## src/rtl/cdb_pkg.sv

```systemverilog
// Shared types and helpers for the common-data-bus arbiter and its consumers.
package cdb_pkg;

  localparam int unsigned CDB_DATA_W   = 32;
  localparam int unsigned CDB_ROB_SIZE = 8;
  localparam int unsigned CDB_ROB_IX_W = $clog2(CDB_ROB_SIZE);

  typedef struct packed {
    logic                    valid;
    logic [CDB_ROB_IX_W-1:0] rob_ix;
    logic [CDB_DATA_W-1:0]   value;
  } cdb_msg_t;

  // Index of the set bit in a one-hot vector of up to 32 bits; 0 when empty.
  function automatic int unsigned onehot_to_idx(input logic [31:0] oh);
    int unsigned idx;
    idx = 0;
    for (int unsigned i = 0; i < 32; i++) begin
      if (oh[i[4:0]]) idx = i;
    end
    return idx;
  endfunction

endpackage

```

## src/rtl/rr_arbiter.sv

```systemverilog
// Combinational arbiter: lowest forced request wins, otherwise first request at or after ptr.
module rr_arbiter
  import cdb_pkg::*;
#(
  parameter int unsigned N     = 5,
  parameter int unsigned IDX_W = (N > 1) ? $clog2(N) : 1
) (
  input  logic [N-1:0]     req_i,
  input  logic [IDX_W-1:0] ptr_i,
  input  logic [N-1:0]     force_vec_i,
  output logic [N-1:0]     gnt_o,
  output logic [IDX_W-1:0] gnt_idx_o
);

  logic [IDX_W:0] pos;
  logic           found;
  logic [31:0]    gnt_wide;

  always_comb begin
    gnt_o = '0;
    found = 1'b0;
    pos   = '0;
    if (|force_vec_i) begin
      for (int unsigned i = 0; i < N; i++) begin
        if (force_vec_i[i] && !found) begin
          gnt_o[i] = 1'b1;
          found    = 1'b1;
        end
      end
    end else begin
      for (int unsigned k = 0; k < N; k++) begin
        pos = {1'b0, ptr_i} + (IDX_W + 1)'(k);
        if (pos >= (IDX_W + 1)'(N)) pos = pos - (IDX_W + 1)'(N);
        if (req_i[pos[IDX_W-1:0]] && !found) begin
          gnt_o[pos[IDX_W-1:0]] = 1'b1;
          found                 = 1'b1;
        end
      end
    end
  end

  assign gnt_wide  = 32'(gnt_o);
  assign gnt_idx_o = IDX_W'(onehot_to_idx(gnt_wide));

endmodule

```

## src/rtl/cdb_arbiter.sv

```systemverilog
// Common-data-bus arbiter: picks one FU result per cycle, registers the broadcast and
// strobes the winner's read line, with round-robin/fixed priority, aging and flush.
module cdb_arbiter
  import cdb_pkg::*;
#(
  parameter int unsigned NUM_FU       = 5,
  parameter int unsigned DATA_W       = CDB_DATA_W,
  parameter int unsigned ROB_SIZE     = CDB_ROB_SIZE,
  parameter int unsigned RR_MODE      = 1,
  parameter int unsigned STARVE_LIMIT = 7,
  localparam int unsigned ROB_IX_W    = $clog2(ROB_SIZE),
  localparam int unsigned SRC_W       = $clog2(NUM_FU),
  localparam int unsigned AGE_W       = (STARVE_LIMIT > 0) ? $clog2(STARVE_LIMIT + 1) : 1
) (
  input  logic                       clk_in,
  input  logic                       rst_n_in,
  input  logic                       flush_in,
  input  logic [NUM_FU-1:0]          fu_valid_in,
  input  logic [NUM_FU*ROB_IX_W-1:0] fu_rob_ix_in,
  input  logic [NUM_FU*DATA_W-1:0]   fu_data_in,
  output logic [NUM_FU-1:0]          fu_read_out,
  output logic                       cdb_valid_out,
  output logic [ROB_IX_W-1:0]        cdb_rob_ix_out,
  output logic [DATA_W-1:0]          cdb_value_out,
  output logic [SRC_W-1:0]           cdb_src_out
);

  logic [NUM_FU-1:0]   read_q, read_d, elig, force_vec, gnt;
  logic [SRC_W-1:0]    gnt_idx, arb_ptr, ptr_q, ptr_d, src_q, src_d;
  logic                cdb_valid_q, cdb_valid_d, grant_en;
  logic [ROB_IX_W-1:0] rob_ix_q, rob_ix_d, sel_rob_ix;
  logic [DATA_W-1:0]   value_q, value_d, sel_value;
  logic [AGE_W-1:0]    age_q [NUM_FU];
  logic [AGE_W-1:0]    age_d [NUM_FU];

  // An FU still shows valid during its read cycle; mask it so it is not granted twice.
  assign elig    = fu_valid_in & ~read_q;
  assign arb_ptr = (RR_MODE != 0) ? ptr_q : '0;

  always_comb begin
    for (int i = 0; i < NUM_FU; i++) begin
      force_vec[i] = (STARVE_LIMIT != 0) && elig[i] && (age_q[i] == AGE_W'(STARVE_LIMIT));
    end
  end

  rr_arbiter #(
    .N     (NUM_FU),
    .IDX_W (SRC_W)
  ) u_rr_arbiter (
    .req_i       (elig),
    .ptr_i       (arb_ptr),
    .force_vec_i (force_vec),
    .gnt_o       (gnt),
    .gnt_idx_o   (gnt_idx)
  );

  assign grant_en = (|gnt) && !flush_in;

  always_comb begin
    sel_rob_ix = '0;
    sel_value  = '0;
    for (int i = 0; i < NUM_FU; i++) begin
      if (gnt[i]) begin
        sel_rob_ix = fu_rob_ix_in[i*ROB_IX_W +: ROB_IX_W];
        sel_value  = fu_data_in[i*DATA_W +: DATA_W];
      end
    end
  end

  always_comb begin
    read_d      = grant_en ? gnt : '0;
    cdb_valid_d = grant_en;
    rob_ix_d    = rob_ix_q;
    value_d     = value_q;
    src_d       = src_q;
    ptr_d       = ptr_q;
    if (grant_en) begin
      rob_ix_d = sel_rob_ix;
      value_d  = sel_value;
      src_d    = gnt_idx;
      ptr_d    = (gnt_idx == SRC_W'(NUM_FU - 1)) ? '0 : gnt_idx + 1'b1;
    end
    // Flush freezes all ages so starving channels keep their standing.
    for (int i = 0; i < NUM_FU; i++) begin
      age_d[i] = age_q[i];
      if (!flush_in) begin
        if (gnt[i] || !fu_valid_in[i]) begin
          age_d[i] = '0;
        end else if (elig[i] && (age_q[i] != AGE_W'(STARVE_LIMIT))) begin
          age_d[i] = age_q[i] + 1'b1;
        end
      end
    end
  end

  always_ff @(posedge clk_in or negedge rst_n_in) begin
    if (!rst_n_in) begin
      read_q      <= '0;
      cdb_valid_q <= 1'b0;
      rob_ix_q    <= '0;
      value_q     <= '0;
      src_q       <= '0;
      ptr_q       <= '0;
      for (int i = 0; i < NUM_FU; i++) age_q[i] <= '0;
    end else begin
      read_q      <= read_d;
      cdb_valid_q <= cdb_valid_d;
      rob_ix_q    <= rob_ix_d;
      value_q     <= value_d;
      src_q       <= src_d;
      ptr_q       <= ptr_d;
      for (int i = 0; i < NUM_FU; i++) age_q[i] <= age_d[i];
    end
  end

  assign fu_read_out    = read_q;
  assign cdb_valid_out  = cdb_valid_q;
  assign cdb_rob_ix_out = rob_ix_q;
  assign cdb_value_out  = value_q;
  assign cdb_src_out    = src_q;

endmodule

```

## config.mk

```make
export PLATFORM = sky130hd
export DESIGN_NAME = cdb_arbiter
export DESIGN_NICKNAME = d
export VERILOG_FILES = /design/src/rtl/cdb_pkg.sv /design/src/rtl/rr_arbiter.sv /design/src/rtl/cdb_arbiter.sv
export SDC_FILE = /design/constraint.sdc
export NUM_CORES = 1
export LEC_CHECK = 0
export ABC_AREA = 1
export BUFFER_PORTS_ARGS = -buffer_cell sky130_fd_sc_hd__buf_2
export CORE_UTILIZATION = 35
export CTS_BUF_LIST = sky130_fd_sc_hd__clkbuf_8 sky130_fd_sc_hd__clkbuf_16
export DETAILED_ROUTE_END_ITERATION = 10
export GPL_TIMING_DRIVEN = 0
export HOLD_SLACK_MARGIN = 0.12
export PLACE_DENSITY = 0.65
export SYNTH_ARGS = -nofsm -noshare
export SYNTH_HDL_FRONTEND = slang
export SYNTH_SLANG_ARGS = --single-unit
```

## constraint.sdc

```tcl
create_clock -name clk_in -period 6.79 [get_ports clk_in]
set_input_delay 0 -clock clk_in [delete_from_list [all_inputs] [get_ports clk_in]]
set_output_delay 0 -clock clk_in [all_outputs]
set_load 0.05 [all_outputs]
```

Word-level counts from Yosys, hierarchy flattened:

Cells that the tools add are included.

* register bits after elaboration: 62
* input bits: 183
* logic and storage cells: 200
* output and inout bits: 44

* $lt $le $gt $ge: 15
* bitwise gates (word level): 7
* eq/ne operators: 11
* reductions and logical operators: 55
* add/sub/neg operators: 15
* multiplexer cells: 86

Operators with widths (number)
* $mux W32: 5
* $mux W3: 27
* $mux W5: 11
* $mux W1: 31
* $logic_and A1 B1 Y1: 24
* $lt A3 B4 Y1 const B: 5
* $or A5 B5 Y5: 4
* $add A3 B1 Y3 const B: 6
* $eq A3 B3 Y1 const B: 6
* $ge A4 B3 Y1 const B: 4
* $bmux W1 S3: 5
* $demux W1 S3: 5
* $ge A3 B1 Y1 const B: 5
* $ne A3 B3 Y1 const B: 5
* $sub A3 B3 Y3 const B: 5
* $logic_not A1 Y1: 14
* $reduce_and A2 Y1: 5
* $reduce_bool A2 Y1: 5
* $reduce_or A5 Y1: 2
* $add A3 B2 Y4 const B: 2
* $and A5 B5 Y5: 1
* $logic_or A1 B1 Y1: 5
* $not A5 Y5: 1
* $add A3 B1 Y4 const B: 1
* other kinds (4): 5

Depth between registers and ports, before layout:

Gate-level depths: netlist (run 1).

* word-level depth: 31
* mapped depth: 26
* depth with buffers taken out: 25

By module:

From an unflattened synthesis (run 1), not the netlist that was laid out.

* cell total of the unflattened synthesis: 929
* area, all modules: 5753.0 µm²

Modules (own cells, without submodules)
* cdb_arbiter: cells each 694, area each 4369.2 µm², times used 1
* rr_arbiter: cells each 235, area each 1383.8 µm², times used 1

Least setup slack after synthesis (run 1):

No wires, ideal clock.

* kind: reg2reg
* start: reg ptr_q[0], in the netlist arb_ptr[0]
* end: reg ptr_q[2], in the netlist arb_ptr[2]
* arrival: 3.197 ns
* clock period less this slack: 3.324 ns
* path buffers: 1
* path slack: 3.466 ns
* stages on the path, launching flop included: 24
* cell sequence: dfrtp_1 > inv_2 > ha_1 > inv_1 > fa_1 > inv_1 > nand2_1 > o21ai_1 > inv_1 > nand2_1 > nand2_1 > a21oi_2 > nor2_4 > nand3_1 > nand3_1 > nand2_2 > nand2_2 > buf_6 > nor2_1 > inv_1 > ha_1 > ha_1 > nand2_1 > o21ai_0

* word-level cells in the longest chain between the ends: 29
* elaborated cells between the ends (all ways): 98

Ends and longest elaborated chain
* start: declaration: RTL line cdb_arbiter.sv:29 `logic [SRC_W-1:0] gnt_idx, arb_ptr, ptr_q, ptr_d, src_q, src_d;`
* start signal: assignment: RTL line cdb_arbiter.sv:111 `ptr_q <= ptr_d;`
* parallel branches: the longest is 21 deep, another holds $add A3 B1 Y4
* $mux W5 (*): RTL line rr_arbiter.sv:34 `if (req_i[pos[IDX_W-1:0]] && !found) begin`
* $mux W5 (*): RTL line rr_arbiter.sv:23 `if (|force_vec_i) begin`
* $mux W1: RTL line cdb_pkg.sv:19 `if (oh[i[4:0]]) idx = i;`
* $mux W2 (2 in series): RTL line cdb_pkg.sv:19
* $mux W3 (*): RTL line cdb_pkg.sv:19
* named net gnt_idx[0]: RTL line cdb_arbiter.sv:29
* $add A3 B1 Y3 / $eq A3 B3 Y1 (equally long branches): RTL line cdb_arbiter.sv:81 `ptr_d = (gnt_idx == SRC_W'(NUM_FU - 1)) ? '0 : gnt_idx + 1'b1;`
* $mux W3 (*): RTL line cdb_arbiter.sv:81

Mark *: on every way through the listed nets, which the timed path passes. The select of a mux whose other input is x is not followed.
A chain may end at the register's enable or synchronous reset.

Worst setup path in the final report (run 1):

* start: reg ptr_q[0], in the netlist arb_ptr[0]
* end: reg value_q[25], in the netlist cdb_value_out[25]

* word-level cells in the longest chain between the ends: 28
* elaborated cells between the ends (all ways): 96

Ends and longest elaborated chain
* parallel branches: the longest is 21 deep, another holds $add A3 B1 Y4
* $mux W5 (*): RTL line rr_arbiter.sv:34
* $mux W5 (*): RTL line rr_arbiter.sv:23
* $mux W32 (5 in series): RTL line cdb_arbiter.sv:63 `if (gnt[i]) begin`
* end signal: assignment: RTL line cdb_arbiter.sv:109 `value_q <= value_d;`
* end: declaration: RTL line cdb_arbiter.sv:32 `logic [DATA_W-1:0] value_q, value_d, sel_value;`

Every way passes the cells marked *. The select of a mux whose other input is x is not followed.

==> results.md, run 1 <==
- DP Area: 6706 um^2
- CTS tree: done
- Wire length per cell: 14.79 um
- Bufs on Longest Clock Path: 2
- Total wire length: 20.40 mm
- Worst setup EP type: register
- Most common cell after layout, fill and taps aside: nand2_1
- Chip Width: 125.6 um
- Gr usage total: 0.2663
- Fraction of layout cells with a size suffix above 1: 0.2544
- Drt drc: 1
- Largest net degree at the start of global routing: 63
- DR vias: 6911
- DRT antenna net count: 0
- Max Cap Violations: 0
- Area of the core: 14700 um^2
- Cell class contributing the biggest share of worst-path delay: buffers and inverters
- Synth Warn #: 0
- Final Skew: 8.124 ps
- Setup TNS: 0 ps
- Number of diodes: 0
- Final hold vios: 0
- Crit path time final: 4946 ps
- GP Congestion: 0.9513
- Distinct cells, synth: 31
- IO Pins: 227
- Arr. time, crit path: 5210 ps
- Final worst slack: 1844 ps
- Sink Count: 62
- Vias in the first global route: 6786
- Failing checks: design-rule violations
- Crit Path Category: register to register
- Root Buffer: clkbuf_16
- WP buf/inv: 8
- Initial Util: 0.3635
- Number of buffers created by CTS: 9
- Max frequency: 202.2 MHz
- Net Count, Synth: 1077
- Drt first pass iters: 8
- Vias/cell: 5.012
- Final slew viol count: 0
- Critical path's slowest cell: dlygate4sd3_1
- Rows: 44
- Tcrit/Tclk final: 0.7284
- Min-Delay Path Class: primary input to async pin
- Seq/Total Area, Yosys: 0.2904
- Mapped Area: 5343 um^2
- RSZ-0062 raised after global routing: false
- I/O Buffers: 226
- Final Cell Area: 7806 um^2
- Max-slew headroom: 0.4586
- First-pass GRT wire length: 33.18 mm
- Clock Latency Late Sink: 340 ps
- Fill count: 1472
- Most frequent cells in the layout: 376 x nand2_1, 236 x buf_2, 102 x nand3_1
- Critical Path Fanout Max: 10
- Final net count: 1395
- Dpl ws: 2770 ps
- Htree depth: 3
- Reg2reg setup slack: 1840 ps
- Critical Path RT: 7060 ps
- Overflow after GRT: 0
- Die Area: 15760 um^2
- Synthesized area per cell: 6.120 um^2
- Final Setup Violations: 0
- FF+latch count, synth: 62
- # resized after CTS: 0
- Area growth from synthesis to layout: 46.11%
- 1st-iter DRT viols: 413
- Status: complete, but fails checks
- Slowest cell delay on critical path: 570 ps
- Clock transition at path regs: 50 ps
- Worst Max-Slew Pin Slew: 812.2 ps
- Antenna violations before repair: 1
- Hold Slack: 282.9 ps
- HPWL after DPL: 15.60 mm
- Die extent in y: 125.6 um
- Synthesized instance count: 873
- Nature of the critical path startpoint: register
==> worst paths after layout <==
kind                                                from                            end  depth (start not counted)
setup / recovery                  arb_ptr[0]$_DFFE_PN0N_  cdb_value_out[25]$_DFFE_PN0N_                         25
hold / removal                                  rst_n_in  cdb_rob_ix_out[0]$_DFFE_PN0N_                          2
setup reg to reg                  arb_ptr[0]$_DFFE_PN0N_  cdb_value_out[25]$_DFFE_PN0N_                         25
hold reg to reg            cdb_value_out[14]$_DFFE_PN0N_  cdb_value_out[14]$_DFFE_PN0N_                          2
max in group asynchronous                       rst_n_in       fu_read_out[4]$_DFF_PN0_                          2
min in group clk_in                             flush_in       fu_read_out[2]$_DFF_PN0_                          3
==> per-stage QoR <==
stage,utilization,cells
floorplan,-,873
global placement,0.4561,1283
detailed placement,0.4562,1283
CTS,0.5311,1379
global route,0.5311,1379
finish,0.5311,1379
==> synth_stat cells <==
master | count | area [um^2]
nand2_2 | 11 | 68.82
xnor2_1 | 1 | 8.760
nand3_2 | 3 | 30.03
inv_4 | 1 | 6.260
nor2_1 | 65 | 244.0
nor2_4 | 4 | 45.04
nand2_1 | 376 | 1411
clkbuf_1 | 10 | 37.54
nor2_2 | 4 | 25.02
buf_6 | 5 | 56.30
a21oi_2 | 1 | 8.760
a21boi_1 | 1 | 7.510
o21ai_1 | 15 | 75.07
buf_4 | 10 | 75.07
a21oi_1 | 19 | 95.09
xor2_1 | 1 | 8.760
dfrtp_1 | 62 | 1551
inv_2 | 6 | 22.52
o21ai_0 | 17 | 85.08
nand4_1 | 46 | 287.8
inv_1 | 66 | 247.7
nand3_1 | 102 | 510.5
ha_1 | 20 | 250.2
nand2_8 | 1 | 20.02
or2_2 | 4 | 25.02
nor3_1 | 6 | 30.03
clkinv_1 | 1 | 3.750
nand2_4 | 2 | 22.52
buf_2 | 11 | 55.05
o31ai_1 | 1 | 7.510
fa_1 | 1 | 20.02
==> kinds of logic (layout without fill, tap and decap cells) <==
logic type | count (synthesis) | after routing | synth area share
AO/OA/AOI/OAI | 54 | 54 | 0.05223
XOR/XNOR | 2 | 2 | 0.003279
adder cells (fa/ha/maj) | 21 | 21 | 0.05059
buffers and inverters | 110 | 432 | 0.09438
flip-flops | 62 | 62 | 0.2904
AND/OR/NAND/NOR | 624 | 624 | 0.5091
==> area by class of cell <==
cell class,instances,area (um^2),area share
plain buffers,36,224.0,0.02869
inverters,74,280.3,0.03590
repair buffers,307,1944,0.2491
multi-input cells,701,3287,0.4211
flip-flops and latches,62,1551,0.1987
well taps,184,230.2,0.02949
clock buffers,10,239.0,0.03061
clock inverters,5,50.05,0.006411
==> what timing repair did <==
item,4_1_cts,5_1_grt
setup endpoints to repair,0,0
setup buffers,0,0
hold endpoints to repair,114,0
hold buffers,81,0
==> flip-flops by register name, indices dropped and copies added (netlist names) <==
register and count:
cdb_value_out 32, age_q 15, fu_read_out 5, arb_ptr 3, cdb_rob_ix_out 3, cdb_src_out 3, cdb_valid_out 1
==> layer usage <==
metal | global-route usage | share of wire
met3 | 0.05777 | 0.068
met5 | 0 | 0.00059
met4 | 0.1105 | 0.032
met1 | 0.3129 | 0.41
met2 | 0.4676 | 0.49
Power of run 1 is not shown: default switching activity piles up to over one toggle a cycle in this logic, so the estimate is an artifact.
==> run 2, diff against run 1 <==
==> constraint.sdc (replaced) <==
create_clock -name clk_in -period 4.9 [get_ports clk_in]
set_input_delay 0 -clock clk_in [delete_from_list [all_inputs] [get_ports clk_in]]
set_output_delay 0 -clock clk_in [all_outputs]
set_load 0.05 [all_outputs]
==> run 2 against run 1 <==
- the run still ends with design-rule violations left
- first-iteration DRC count is 7.5% higher
- register-to-register slack worse by 1600 ps
- global-route usage stayed put
- maximum frequency is 6.0% higher
==> results.md, run 2 (same netlist as run 1, synthesis figures left out) <==
- Final hold vios: 0 (unchanged)
- Max frequency: 214.2 MHz (+6.0%)
- Failing checks: design-rule violations
- Drt first pass iters: 8 (unchanged)
- Area of the core: 14700 um^2 (unchanged)
- Clock transition at path regs: 60 ps (about the same)
- Worst R2R Path Depth: 25 (unchanged)
- Setup TNS: 0 ps (unchanged)
- Final Skew: 6.271 ps (-1.852 ps)
- Vias in the first global route: 6786 (unchanged)
- I/O Buffers: 226 (unchanged)
- Critical path's slowest cell: dlygate4sd3_1
- Wire length per cell: 14.82 um (+0.18%)
- Status: complete, but fails checks
- Final Setup Violations: 0 (unchanged)
- RSZ-0062 raised after global routing: false
- Most common cell after layout, fill and taps aside: nand2_1
- IO Pins: 227 (unchanged)
- Htree depth: 3 (unchanged)
- Vias/cell: 5.010 (about the same)
- Initial Util: 0.3635 (unchanged)
- Nature of the critical path startpoint: register
- Max-slew headroom: 0.4523 (-0.006278)
- Number of diodes: 0 (unchanged)
- First-pass GRT wire length: 33.18 mm (unchanged)
- Fraction of layout cells with a size suffix above 1: 0.2674 (+0.01305)
- Most frequent cells in the layout: 375 x nand2_1, 234 x buf_2, 102 x nand3_1
- Bufs on Longest Clock Path: 2 (unchanged)
- Worst setup EP type: register
- Crit Path Category: register to register
- CTS tree: done
- Rows: 44 (unchanged)
- Max Cap Violations: 0 (unchanged)
- Min-Delay Path Class: primary input to async pin
- DRT antenna net count: 0 (unchanged)
- Final net count: 1404 (+0.65%)
- Tcrit/Tclk final: 0.9527 (+0.2243)
- Sink Count: 62 (unchanged)
- Critical Path RT: 5170 ps (-1890 ps)
- Largest net degree at the start of global routing: 63 (unchanged)
- Arr. time, crit path: 4940 ps (-270 ps)
- Chip Width: 125.6 um (unchanged)
- GP Congestion: 0.9513 (unchanged)
- Gr usage total: 0.2663 (unchanged)
- Worst Max-Slew Pin Slew: 821.6 ps (+9.417 ps)
- Die Area: 15760 um^2 (unchanged)
- 1st-iter DRT viols: 444 (+7.5%)
- DR vias: 6954 (+0.62%)
- Cell class contributing the biggest share of worst-path delay: buffers and inverters
- Die extent in y: 125.6 um (unchanged)
- Critical Path Fanout Max: 10 (unchanged)
- Clock Latency Late Sink: 340 ps (about the same)
- Number of buffers created by CTS: 9 (unchanged)
- HPWL after DPL: 15.60 mm (unchanged)
- Total wire length: 20.57 mm (+0.83%)
- Root Buffer: clkbuf_16
- Area growth from synthesis to layout: 48.15%
- Cell count along the critical path: 25 (unchanged)
- Crit path time final: 4668 ps (-277.8 ps)
- WP buf/inv: 8 (unchanged)
- Overflow after GRT: 0 (unchanged)
- Drt drc: 1 (unchanged)
- Max reg flops: 32 (unchanged)
- Antenna violations before repair: 1 (unchanged)
- Final slew viol count: 0 (unchanged)
- Slowest cell delay on critical path: 560 ps (about the same)
## run 2: cell types whose count changed in the layout (fill, tap and decap cells not counted), moves of 2 or more
| cell | before | now |
|---|---|---|
| buf_4 | 11 | 18 |
| dfrtp_1 | 62 | 60 |
| dfrtp_2 | 0 | 2 |
| inv_4 | 1 | 3 |
| buf_2 | 236 | 234 |
| o21ai_2 | 0 | 2 |
| inv_1 | 66 | 64 |
| o21ai_1 | 15 | 13 |
| clkbuf_4 | 0 | 2 |
## run 2: layout make-up
class	count	area [um^2]
Clock inverter	5	50.05
Tap cell	184	230.2
Sequential cell	62	1554
Clock buffer	10	239.0
Multi-Input combinational cell	701	3311
Fill cell	1463	6784
Buffer	36	232.7
Inverter	74	289.0
Timing Repair Buffer	316	2009
## run 2: path summary, 6_finish.rpt
check	from	to	slack, ps
hold / removal	rst_n_in	cdb_rob_ix_out[0]$_DFFE_PN0N_	270
min in group clk_in	flush_in	fu_read_out[2]$_DFF_PN0_	420
max in group asynchronous	rst_n_in	arb_ptr[0]$_DFFE_PN0N_	4000
setup reg to reg	arb_ptr[0]$_DFFE_PN0N_	cdb_value_out[25]$_DFFE_PN0N_	230
setup / recovery	arb_ptr[0]$_DFFE_PN0N_	cdb_value_out[25]$_DFFE_PN0N_	230
hold reg to reg	cdb_value_out[14]$_DFFE_PN0N_	cdb_value_out[14]$_DFFE_PN0N_	480
## run 2: worst reg2reg max path, delay by kind of cell (launching register included)
family,cells,cell delay [ps]
and+or+nand+nor,13,1310
AOI/OAI and AO/OA,2,460
adders and majority gates,2,500
buffers and inverters,8,1900
DFF,1,430
## run 2: repair_timing
action	4_1_cts	5_1_grt
hold endpoints to repair	114	0
setup buffers	0	9
hold buffers	81	0
gates resized for setup	0	16
setup endpoints to repair	0	4
## run 2: per-layer routing
layer	share of wire	track usage	up-vias
li1	-	-	3455
met1	0.41	0.3129	3199
met3	0.064	0.05777	45
met2	0.49	0.4676	253
met5	0.00058	0	-
met4	0.031	0.1105	2
## run 2: stage by stage
stage / hold slack, ps / area (um^2) / setup WS (ps) / utilization / std cells
5_1_grt: 371.6 / 7915 / 4.052 / 0.5385 / 1388
3_5_place_dp: 144.0 / 6706 / 880.2 / 0.4562 / 1283
4_1_cts: 334.7 / 7806 / 35.19 / 0.5311 / 1379
3_3_place_gp: 207.2 / 6704 / 892.3 / 0.4561 / 1283
6_report: 269.7 / 7915 / 231.8 / 0.5385 / 1388
2_1_floorplan: -295.6 / 5343 / 1576 / - / 873
Power of run 2 is left out for the same reason.
